--- src/rtl/rr_decode_arbiter.sv ---
// ---------------------------------------------------------------------------
// rr_decode_arbiter
//   Eight-way round-robin arbiter for one shared resource. The current owner
//   is held as a 3-bit index and decoded into a one-hot grant, so every
//   requester sees its own dedicated grant line.
//
//   Ports:
//     clk        in   rising-edge clock
//     rst_n      in   asynchronous active-low reset
//     en         in   arbitration enable; low blocks new grants and
//                     suppresses preemption, an existing grant is kept
//     req[7:0]   in   request per requester, held high while in use
//     gnt[7:0]   out  registered one-hot grant, zero when there is no owner
//     gnt_idx    out  registered owner index, holds when gnt_valid is low
//     gnt_valid  out  high while an owner exists
//     preempt    out  one-cycle pulse on the cycle a grant is forced away
//     dbg_busy   out  FSM state (0 = IDLE, 1 = BUSY)
//     dbg_ptr    out  rotate pointer (first index scanned for a winner)
//
//   Handshake: requester i raises req[i] and keeps it high for as long as it
//   uses the resource; it may use the resource only while gnt[i] is high.
//   Dropping req[i] while owning is the release; the grant falls (or moves
//   to the next winner) on the following edge. A preempted requester sees
//   gnt[i] fall while req[i] is still high and must stop using the resource.
// ---------------------------------------------------------------------------
module rr_decode_arbiter #(
  parameter int unsigned MAX_HOLD = 16
) (
  input  logic       clk,
  input  logic       rst_n,
  input  logic       en,
  input  logic [7:0] req,
  output logic [7:0] gnt,
  output logic [2:0] gnt_idx,
  output logic       gnt_valid,
  output logic       preempt,
  output logic       dbg_busy,
  output logic [2:0] dbg_ptr
);

  typedef enum logic {
    IDLE = 1'b0,
    BUSY = 1'b1
  } state_t;

  localparam bit          PREEMPT_ON  = (MAX_HOLD != 0);
  localparam int unsigned HOLD_LAST_I = (MAX_HOLD == 0) ? 0 : MAX_HOLD - 1;
  localparam logic [7:0]  HOLD_LAST   = HOLD_LAST_I[7:0];

  state_t     state_q, state_d;
  logic [7:0] gnt_q, gnt_d;
  logic [2:0] gnt_idx_q, gnt_idx_d;
  logic       gnt_valid_q, gnt_valid_d;
  logic       preempt_q, preempt_d;
  logic [2:0] ptr_q, ptr_d;
  logic [7:0] hold_cnt_q, hold_cnt_d;

  logic [7:0] owner_oh;
  logic [7:0] scan_req;
  logic       win_found;
  logic [2:0] win_idx;

  // While busy the owner is masked out of the scan. On a release its req bit
  // is already low, so the mask only matters for preemption.
  assign owner_oh = 8'h01 << gnt_idx_q;
  assign scan_req = (state_q == BUSY) ? (req & ~owner_oh) : req;

  // First requester at or after ptr, wrapping modulo 8.
  always_comb begin
    win_found = 1'b0;
    win_idx   = ptr_q;
    for (int i = 0; i < 8; i++) begin
      if (!win_found && scan_req[ptr_q + 3'(i)]) begin
        win_found = 1'b1;
        win_idx   = ptr_q + 3'(i);
      end
    end
  end

  always_comb begin
    state_d     = state_q;
    gnt_idx_d   = gnt_idx_q;
    gnt_valid_d = gnt_valid_q;
    preempt_d   = 1'b0;
    ptr_d       = ptr_q;
    hold_cnt_d  = hold_cnt_q;

    case (state_q)
      IDLE: begin
        if (en && win_found) begin
          state_d     = BUSY;
          gnt_idx_d   = win_idx;
          gnt_valid_d = 1'b1;
          ptr_d       = win_idx + 3'd1;
          hold_cnt_d  = 8'd0;
        end
      end
      BUSY: begin
        if (!req[gnt_idx_q]) begin
          // Release: hand over directly when possible, otherwise go idle.
          if (en && win_found) begin
            gnt_idx_d   = win_idx;
            ptr_d       = win_idx + 3'd1;
            hold_cnt_d  = 8'd0;
          end else begin
            state_d     = IDLE;
            gnt_valid_d = 1'b0;
          end
        end else if (PREEMPT_ON && (hold_cnt_q == HOLD_LAST) && en && win_found) begin
          // hold_cnt reads MAX_HOLD-1 during the owner's MAX_HOLD-th cycle.
          gnt_idx_d  = win_idx;
          ptr_d      = win_idx + 3'd1;
          hold_cnt_d = 8'd0;
          preempt_d  = 1'b1;
        end else if (hold_cnt_q != 8'hFF) begin
          hold_cnt_d = hold_cnt_q + 8'd1;
        end
      end
      default: begin
        state_d     = IDLE;
        gnt_valid_d = 1'b0;
      end
    endcase

    gnt_d = gnt_valid_d ? (8'h01 << gnt_idx_d) : 8'h00;
  end

  always_ff @(posedge clk or negedge rst_n) begin
    if (!rst_n) begin
      state_q     <= IDLE;
      gnt_q       <= 8'h00;
      gnt_idx_q   <= 3'd0;
      gnt_valid_q <= 1'b0;
      preempt_q   <= 1'b0;
      ptr_q       <= 3'd0;
      hold_cnt_q  <= 8'd0;
    end else begin
      state_q     <= state_d;
      gnt_q       <= gnt_d;
      gnt_idx_q   <= gnt_idx_d;
      gnt_valid_q <= gnt_valid_d;
      preempt_q   <= preempt_d;
      ptr_q       <= ptr_d;
      hold_cnt_q  <= hold_cnt_d;
    end
  end

  assign gnt       = gnt_q;
  assign gnt_idx   = gnt_idx_q;
  assign gnt_valid = gnt_valid_q;
  assign preempt   = preempt_q;
  assign dbg_busy  = (state_q == BUSY);
  assign dbg_ptr   = ptr_q;

endmodule
--- config.mk ---
export PLATFORM = sky130hd
export DESIGN_NAME = rr_decode_arbiter
export DESIGN_NICKNAME = d
export VERILOG_FILES = /design/src/rtl/rr_decode_arbiter.sv
export SDC_FILE = /design/constraint.sdc
export NUM_CORES = 1
export LEC_CHECK = 0
export BUFFER_PORTS_ARGS = -buffer_cell sky130_fd_sc_hd__buf_2
export CORE_ASPECT_RATIO = 1.1
export CORE_MARGIN = 2
export CORE_UTILIZATION = 60
export CTS_CLUSTER_SIZE = 25
export DETAILED_ROUTE_END_ITERATION = 6
export GPL_TIMING_DRIVEN = 0
export PLACE_DENSITY = 0.89
export SLEW_MARGIN = 0
export SYNTH_ARGS = -nofsm -noshare
export SYNTH_HDL_FRONTEND = slang
export SYNTH_SLANG_ARGS = --single-unit
--- constraint.sdc ---
create_clock -name clk -period 4.68 [get_ports clk]
set_input_delay 0.936 -clock clk [delete_from_list [all_inputs] [get_ports clk]]
set_output_delay 0.936 -clock clk [all_outputs]
set_load 0.01 [all_outputs]
# Word level (Yosys, flattened, before mapping)
# Cells that the tools add are included.
# Widths: inputs -> output; s select.
[op_classes]
add_sub_neg = 9
order_cmp = 9
eq_ne = 4
shifts = 2
mux = 58
n_bitwise = 3
n_reduce_logical = 17
[ops]
columns = ["operator", "n"]
rows = [
  ["$mux 8", 6],
  ["$mux 3", 13],
  ["$lt 3x4->1 const B", 9],
  ["$bmux 1 s3", 9],
  ["$mux 1", 25],
  ["$pmux 8 s2", 1],
  ["$shl 1x3->8 const A", 2],
  ["$add 3x3->3 const B", 4],
  ["$pmux 3 s2", 2],
  ["$logic_and 1x1->1", 10],
  ["$add 8x1->8 const B", 1],
  ["$and 8x8->8", 1],
  ["$eq 8x4->1 const B", 1],
  ["$ne 8x8->1 const B", 1],
  ["$not 8->8", 1],
  ["$logic_not 1->1", 7],
  ["$add 3x1->3 const B", 2],
  ["$add 3x2->3 const B", 2],
  ["$ne 4x2->1 const B", 1],
  ["$pmux 1 s2", 2],
  ["$ne 3x2->1 const B", 1],
  ["$not 1->1", 1],
]
[totals]
ff_bits = 25
inputBits = 11
out_inout_bits = 17

# Longest topological paths before layout
# Gate-level depths: netlist of run 1.
[logic_depth]
word_depth = 34
depth_mapped = 18
depth_no_buf = 13

# Least setup slack after synthesis of run 1
# OpenSTA, ideal clock, no wires.
[synth_timing]
path_type = "register to register"
from = "register ptr_q[0] (netlist: dbg_ptr[0])"
to = "register ptr_q[2] (netlist: dbg_ptr[2])"
setup_time_ns = 0.080
t_arrival_ns = 3.857
path_slack_ns = 0.742
stages_incl_launch_ff = 16
n_path_buf = 4
synth_period_minus_slack_ns = 3.938
cell_sequence = "dfrtp_1 -> clkbuf_1 -> clkinv_1 -> buf_1 -> ha_1 -> buf_2 -> buf_2 -> o32ai_1 -> mux4_2 -> or3_1 -> a31o_2 -> a41oi_1 -> o22ai_1 -> ha_1 -> xor2_1 -> mux2i_1"
[synth_via]
elab_chain_len = 28
elab_cells_between_ends = 60
classes_between = "add/sub (8); eq/ne (1); mux (35); reduce/logical (16)"
[synth_rtl]
columns = ["element", "line", "source"]
rows = [
  ["from (decl)", "55", "logic [2:0] ptr_q, ptr_d;"],
  ["from (signal assigned)", "143", "ptr_q <= ptr_d;"],
  ["branches (longest 28 deep; another with $add 3x1->3)", "-", ""],
]
# Parallel ways; which one is timed is not known. The select of a mux whose other input is x is not followed.
# A chain may end at the register's enable or synchronous reset.

# Worst setup path after layout of run 1
[layout_timing]
from = "register ptr_q[0] (netlist: dbg_ptr[0])"
to = "register hold_cnt_q[3]"
[layout_via]
elab_chain_len = 28
elab_cells_between_ends = 52
classes_between = "add/sub (7); eq/ne (1); mux (28); reduce/logical (16)"
[layout_rtl]
columns = ["element", "line", "source"]
rows = [
  ["branches (longest 23 deep; another with $add 3x1->3)", "-", ""],
  ["$mux 1 (*)", "73", "if (!win_found && scan_req[ptr_q + 3'(i)]) begin"],
  ["$logic_and 1x1->1, on equally long branches", "90, 101, 109", ""],
  ["$mux 8, on equally long branches", "-", ""],
  ["$mux 8", "99", "if (!req[gnt_idx_q]) begin"],
  ["$pmux 8 s2", "88", "case (state_q)"],
  ["to (signal assigned)", "144", "hold_cnt_q <= hold_cnt_d;"],
  ["to (decl)", "56", "logic [7:0] hold_cnt_q, hold_cnt_d;"],
]
# Mark *: on every way between the ends. The select of a mux whose other input is x is not followed.

==> impl_metrics.toml, run 1 <==
[run_status]
run_status = "finished, final reports clean"

[clock_tree]
tritoncts.num_buffers = 3
clkTransAtPathRegs_ps = 80
clk_root_buffer_cell = "clkbuf_8"
insertion_delay_ps = 270
cts.path.max_buffers = 2
cts_tree = "done"
cts_sinks = 25
hold_bufs_at_cts = 0
cts_post_setup_buffers_inserted = 0
h_tree_level_count = 1

[final_layout]
final_core_utilization_pct = 67.9
layout-area-overhead-vs-synth_pct = 9.57
diodes = 0
fillCellCount = 331
final-instance-count-excl-fill = 382
final_layout_size_suffix_gt1_share_pct = 24.4
ff_latch_area_um2 = 627
nets = 344
multi_input_area_um2 = 1880

[run]
timing.max_cap.violations = 0

[synthesis]
post-synth-top-area-cell = "dfrtp_1"
yosys_warnings = 0
ys_seq_area_share_pct = 23.6
synth.lib_cells_used.distinct = 74
synthTopCellsByArea = "dfrtp_1, mux4_2, nand2_1, nand2b_1, nor2_1"
netlist_area_um2 = 2650
synth_enable_flop_cells = 0
mean_instance_size_in_the_synthesized_netlist_um2 = 8.91
synth-main-ff-cell = "dfrtp_1"
synth_top_area_share_pct = 23.6
synthesis.nets = 313
synth_async_sr_flop_share_pct = 100
netlist_instances = 298
synth_seq_cells = 25

[sta]
final-max-slew-violation-count = 0
timing_worst_slew_pin_value_ps = 572
finClkSkew_ps = 6.35
share_of_the_clock_period_used_by_the_worst_path_pct = 95.7
finalWorstSetupSlack_ps = 203
unrepaired_setup_endpoints_after_global_routing = "no"
achievable_freq_mhz = 223
setup_viol = 0
hold_violations = 0
slew-limit-headroom_pct = 61.5
final_period_minus_worst_setup_slack_ps = 4480

[global_route]
grt_pass1_vias = 2495
globalRouteOverflowTotal = 0
grt_busiest_layer = "met2"
grtUsageMet1_pct = 43.7
grt_start_max_net_pins = 26
global_route.usage.total_pct = 32.2
grt_first_pass_wirelength_um = 12100
grt.met3_usage_pct = 5.36
met2_usage_pct = 52.4
antenna_found_initial = 0

[die]
die_height_um = 73.8
core_area_um2 = 4290
floorplan.die.width_um = 67.4
start_util_pct = 61.9
die_area_um2 = 4970
num_rows = 25
floorplan.io_pins = 28

[placed_design]
dp_worst_setup_slack_ps = -45.6
dpl.hpwl_um = 5640
gp_congestion = 0.952
dpl.cell_count = 379
place.port_buffers = 27

[hold_path]
hp-class = "reg -> reg"
holdCritStartpoint = "hold_cnt_q[2]"

[critical_path]
worstSetupEndpointType = "flop"
crit_required_ps = 4870
r2r_start = "dbg_ptr[0]"
cp.arrival_ps = 4670
crit_type = "reg -> reg"
setup.worst_path.start = "dbg_ptr[0]"
critPathLaunchType = "flop"
crit_path_max_fanout = 10

[route]
detail_route.wl_per_cell_um = 19.7
post_drt_via_cell_ratio = 7.01
via_count = 2677
drt_first_iter_violations = 279
first_pass_iters = 5
drcViolationCount = 0
route.antenna.remaining_nets = 0
route.final.wire_length_um = 7510
logic make-up (layout without fill, tap and decap cells):
| logic type | Yosys count | count (layout) | share of synthesized area [%] |
|---|---|---|---|
| buffers and inverters | 34 | 64 | 5.94 |
| adder cells (fa/ha/maj) | 4 | 4 | 1.89 |
| AO/OA/AOI/OAI | 78 | 78 | 24.8 |
| XOR/XNOR | 7 | 7 | 2.31 |
| multiplexers | 22 | 22 | 13.4 |
| AND/OR/NAND/NOR | 128 | 128 | 28.1 |
| flip-flops | 25 | 25 | 23.6 |
path summary, 6_finish.rpt:
check	to	slack [ps]	cells past startpoint
worst max register to register	hold_cnt_q[3]	200	13
min in group asynchronous	gnt[0]	640	1
worst min-delay path	hold_cnt_q[2]	540	1
worst max-delay path	hold_cnt_q[3]	200	13
worst min register to register	hold_cnt_q[2]	540	1
max in group asynchronous	dbg_ptr[0]	3660	1
worst max-delay path, cell delays in order, from the launching register on:
cell and delay (ps):
dfrtp_2 510, clkinv_2 180, buf_1 320, ha_1 530, buf_2 290, buf_2 300, o32ai_1 130, mux4_2 520
buf_2 200, nor2_1 290, a41o_1 350, o21ai_1 190, or3_1 390, a31oi_1 190
per-stage QoR:
| stage | TNS, ps | hold WS (ps) | cell area [um2] |
|---|---|---|---|
| 2_1_floorplan | 0 | 456 | 2650 |
| 3_3_place_gp | 0 | 492 | 2860 |
| 3_5_place_dp | -267 | 521 | 2860 |
| 4_1_cts | 0 | 541 | 2900 |
| 5_1_grt | 0 | 571 | 2910 |
| 6_report | 0 | 542 | 2910 |
synthesized netlist by cell type (all sizes together), types with 2 or more instances:
| library cell | instances |
|---|---|
| o21a | 3 |
| nand4b | 2 |
| a32oi | 2 |
| o32ai | 8 |
| mux4 | 10 |
| xnor2 | 4 |
| dfrtp | 25 |
| a21o | 3 |
| nand2 | 31 |
| a311o | 2 |
| a22oi | 3 |
| ha | 4 |
| or3b | 2 |
| mux2i | 9 |
| mux2 | 3 |
| or3 | 3 |
| o221ai | 5 |
| a2111oi | 2 |
| clkbuf | 5 |
| o22ai | 5 |
| a21oi | 10 |
| nand2b | 17 |
| o31ai | 3 |
| and4bb | 3 |
| inv | 16 |
| or2 | 2 |
| nor2 | 24 |
| o21ai | 11 |
| and3 | 5 |
| nand3 | 15 |
| nor3 | 7 |
| nor2b | 4 |
| o2111ai | 3 |
| nand3b | 2 |
| a31oi | 3 |
| buf | 12 |
| a41oi | 3 |
| nor4b | 2 |
| xor2 | 3 |
| o221a | 5 |
| and4b | 3 |
| nor4 | 2 |
sequential cells by signal (all words and copies together), names as in the netlist:
signal	count
dbg_busy	1
dbg_ptr	3
gnt	8
gnt_idx	3
gnt_valid	1
hold_cnt_q	8
preempt	1
final cells by class:
type                    instances  area share, %
multi-input cells             239           64.5
flip-flops and latches         25           21.6
repair buffers                 27           4.65
plain buffers                  16           3.10
well taps                      54           2.32
inverters                      17           2.24
clock buffers                   3           1.42
clock inverters                 1          0.172
per-layer routing:
metal | vias to the layer above | wire length [um] | share of wire [%]
li1 | 1202 | - | -
met1 | 1275 | 3000 | 40
met2 | 171 | 3570 | 48
met3 | 29 | 697 | 9.3
met4 | 0 | 235 | 3.1
met5 | - | 0 | 0
repair_timing:
| item | 4_1_cts | 5_1_grt |
|---|---|---|
| hold endpoints to repair | 0 | 0 |
| endpoints found under the setup margin | 10 | 19 |
| resized for setup | 1 | 3 |
layout by cell type, fill, tap and decap left out, types with 4 or more instances in the layout:
cell	netlist	routed
a21oi_1	9	8
and3_1	5	5
buf_1	4	4
buf_2	5	32
dfrtp_1	25	24
ha_1	4	4
inv_1	14	14
mux2i_1	8	8
mux4_2	9	9
nand2_1	31	31
nand2b_1	14	14
nand3_1	15	15
nor2_1	23	22
nor2b_1	4	4
nor3_1	7	7
o21ai_0	8	8
o221ai_1	5	5
o22ai_1	5	5
o32ai_1	8	8
xnor2_1	4	4
Power of run 1 is left out: the tool's default activity adds up to more than one toggle a clock period on the data nets, which glitch-free logic cannot reach.
==> run 2, diff against run 1 <==
BUFFER_PORTS_ARGS = -buffer_cell sky130_fd_sc_hd__buf_4   (was -buffer_cell sky130_fd_sc_hd__buf_2)
==> run 2 against run 1 <==
  * Maximum frequency increased by 0.35%
  * Register-to-register slack better by 20 ps
  * Cell area up 2.2%
  * Global-route usage increased by 0.60 points
==> impl_metrics.toml, run 2 (synthesis results as in run 1) <==
[run_status]
run_status = "finished, final reports clean"

[route]
route.final.wire_length_um = 7430
detail_route.wl_per_cell_um = 19.5
drt_first_iter_violations = 359
route.antenna.remaining_nets = 0
via_count = 2682
first_pass_iters = 5
post_drt_via_cell_ratio = 7.02
drcViolationCount = 0

[clock_tree]
clkTransAtPathRegs_ps = 80
cts.path.max_buffers = 2
insertion_delay_ps = 270
clk_root_buffer_cell = "clkbuf_8"
h_tree_level_count = 1
tritoncts.num_buffers = 3
cts_sinks = 25
cts_tree = "done"
cts_post_setup_buffers_inserted = 0

[hold_path]
hp-class = "in -> async"

[sta]
final_period_minus_worst_setup_slack_ps = 4460
final-max-slew-violation-count = 0
finClkSkew_ps = 3.63
share_of_the_clock_period_used_by_the_worst_path_pct = 95.3
timing_worst_slew_pin_value_ps = 582
unrepaired_setup_endpoints_after_global_routing = "no"
slew-limit-headroom_pct = 61.1
hold_violations = 0
achievable_freq_mhz = 224
setup_viol = 0

[critical_path]
reg2reg_depth = 13
cp_cell_sequence = "clkinv_2, buf_1, ha_1, buf_2, o32ai_1, mux4_2, buf_2, nor2_1, a41o_1, a21o_1, a22oi_2, or3b_1, nor2_1"
r2r_end = "gnt[2]"
crit_type = "reg -> reg"
crit_path_max_fanout = 10
r2r_start = "dbg_ptr[0]"
crit_required_ps = 4880
timing.reg2reg.setup_slack_ps = 220
cpPeakStageDelay_ps = 560
timing.critical_path.slowest_stage_cell = "o32ai_1"
critPathLaunchType = "flop"
worstSetupEndpointType = "flop"
cp.arrival_ps = 4670

[final_layout]
nets = 344
final_cell_area_um2 = 2970
layout-area-overhead-vs-synth_pct = 12.0
mostFrequentLayoutCell = "nand2_1"
final_layout_size_suffix_gt1_share_pct = 24.1
diodes = 0
layout.cells.most_common_list = "nand2_1, buf_4, dfrtp_1"

[die]
die_height_um = 73.8
floorplan.io_pins = 28
num_rows = 25
core_area_um2 = 4290
start_util_pct = 61.9
die_area_um2 = 4970
floorplan.die.width_um = 67.4

[global_route]
grt_start_max_net_pins = 26
grt_first_pass_wirelength_um = 12400
antenna_found_initial = 0
global_route.usage.total_pct = 32.8
grt_pass1_vias = 2545
globalRouteOverflowTotal = 0

[placed_design]
place.port_buffers = 27
gp_congestion = 0.953
dpl-instance-area_um2 = 2920
dpl.hpwl_um = 5740

[run]
timing.max_cap.violations = 0
## run 2: cell counts in the layout (fill, tap and decap cells not counted)
Identical to the previous run, type by type.
## run 2: critical path: cells and delay by family (launching register included)
kind / cells / cell delay, ps
muxes: 1 / 390
AOI/OAI and AO/OA: 4 / 1380
and+or+nand+nor: 3 / 640
DFF: 1 / 510
buffers and inverters: 4 / 1060
adders and majority gates: 1 / 410
## run 2: layout make-up
cell class              instances  area (um2)
fillers                       331        1310
multi-input cells             239        1870
clock buffers                   3        41.3
flip-flops and latches         25         627
clock inverters                 1        5.00
inverters                      17        65.1
well taps                      54        67.6
repair buffers                 27         203
plain buffers                  16        90.1
## run 2: what timing repair did
item | in CTS | in global routing
pin swaps | 0 | 0
hold buffers | 0 | 0
endpoints found under the setup margin | 9 | 17
gates resized for setup | 1 | 2
## run 2: how the worst max path moves through the flow
stage | to | start | slack (ps) | cells after the start
final | gnt[2] | dbg_ptr[0] | 220 | 13
after global routing | hold_cnt_q[5] | dbg_ptr[0] | 5 | 14
after CTS | hold_cnt_q[5] | dbg_ptr[0] | 20 | 15
after detailed placement | hold_cnt_q[5] | dbg_ptr[0] | -80 | 15
after global placement | gnt[4] | dbg_ptr[0] | -8 | 17
after floorplan | dbg_ptr[2] | dbg_ptr[0] | 740 | 15
## run 2: per-layer routing
| metal | track usage, % | up-vias | routed length (um) |
|---|---|---|---|
| met5 | 0 | - | 0 |
| met3 | 3.52 | 31 | 643 |
| met4 | 14.3 | 0 | 259 |
| met1 | 43.7 | 1294 | 2890 |
| met2 | 53.8 | 158 | 3640 |
| li1 | - | 1199 | - |
## run 2: stage by stage
| step | instances | util (%) | worst slack (ps) | hold slack (ps) | TNS (ps) |
|---|---|---|---|---|---|
| after floorplan | 298 | - | 742 | 456 | 0 |
| after global placement | 379 | 68.2 | -7.89 | 495 | -13.2 |
| after detailed placement | 379 | 68.2 | -78.5 | 533 | -434 |
| after CTS | 383 | 69.3 | 20.7 | 548 | 0 |
| after global routing | 382 | 69.4 | 5.47 | 577 | 0 |
| final | 382 | 69.4 | 218 | 544 | 0 |
Power of run 2 is left out for the same reason.
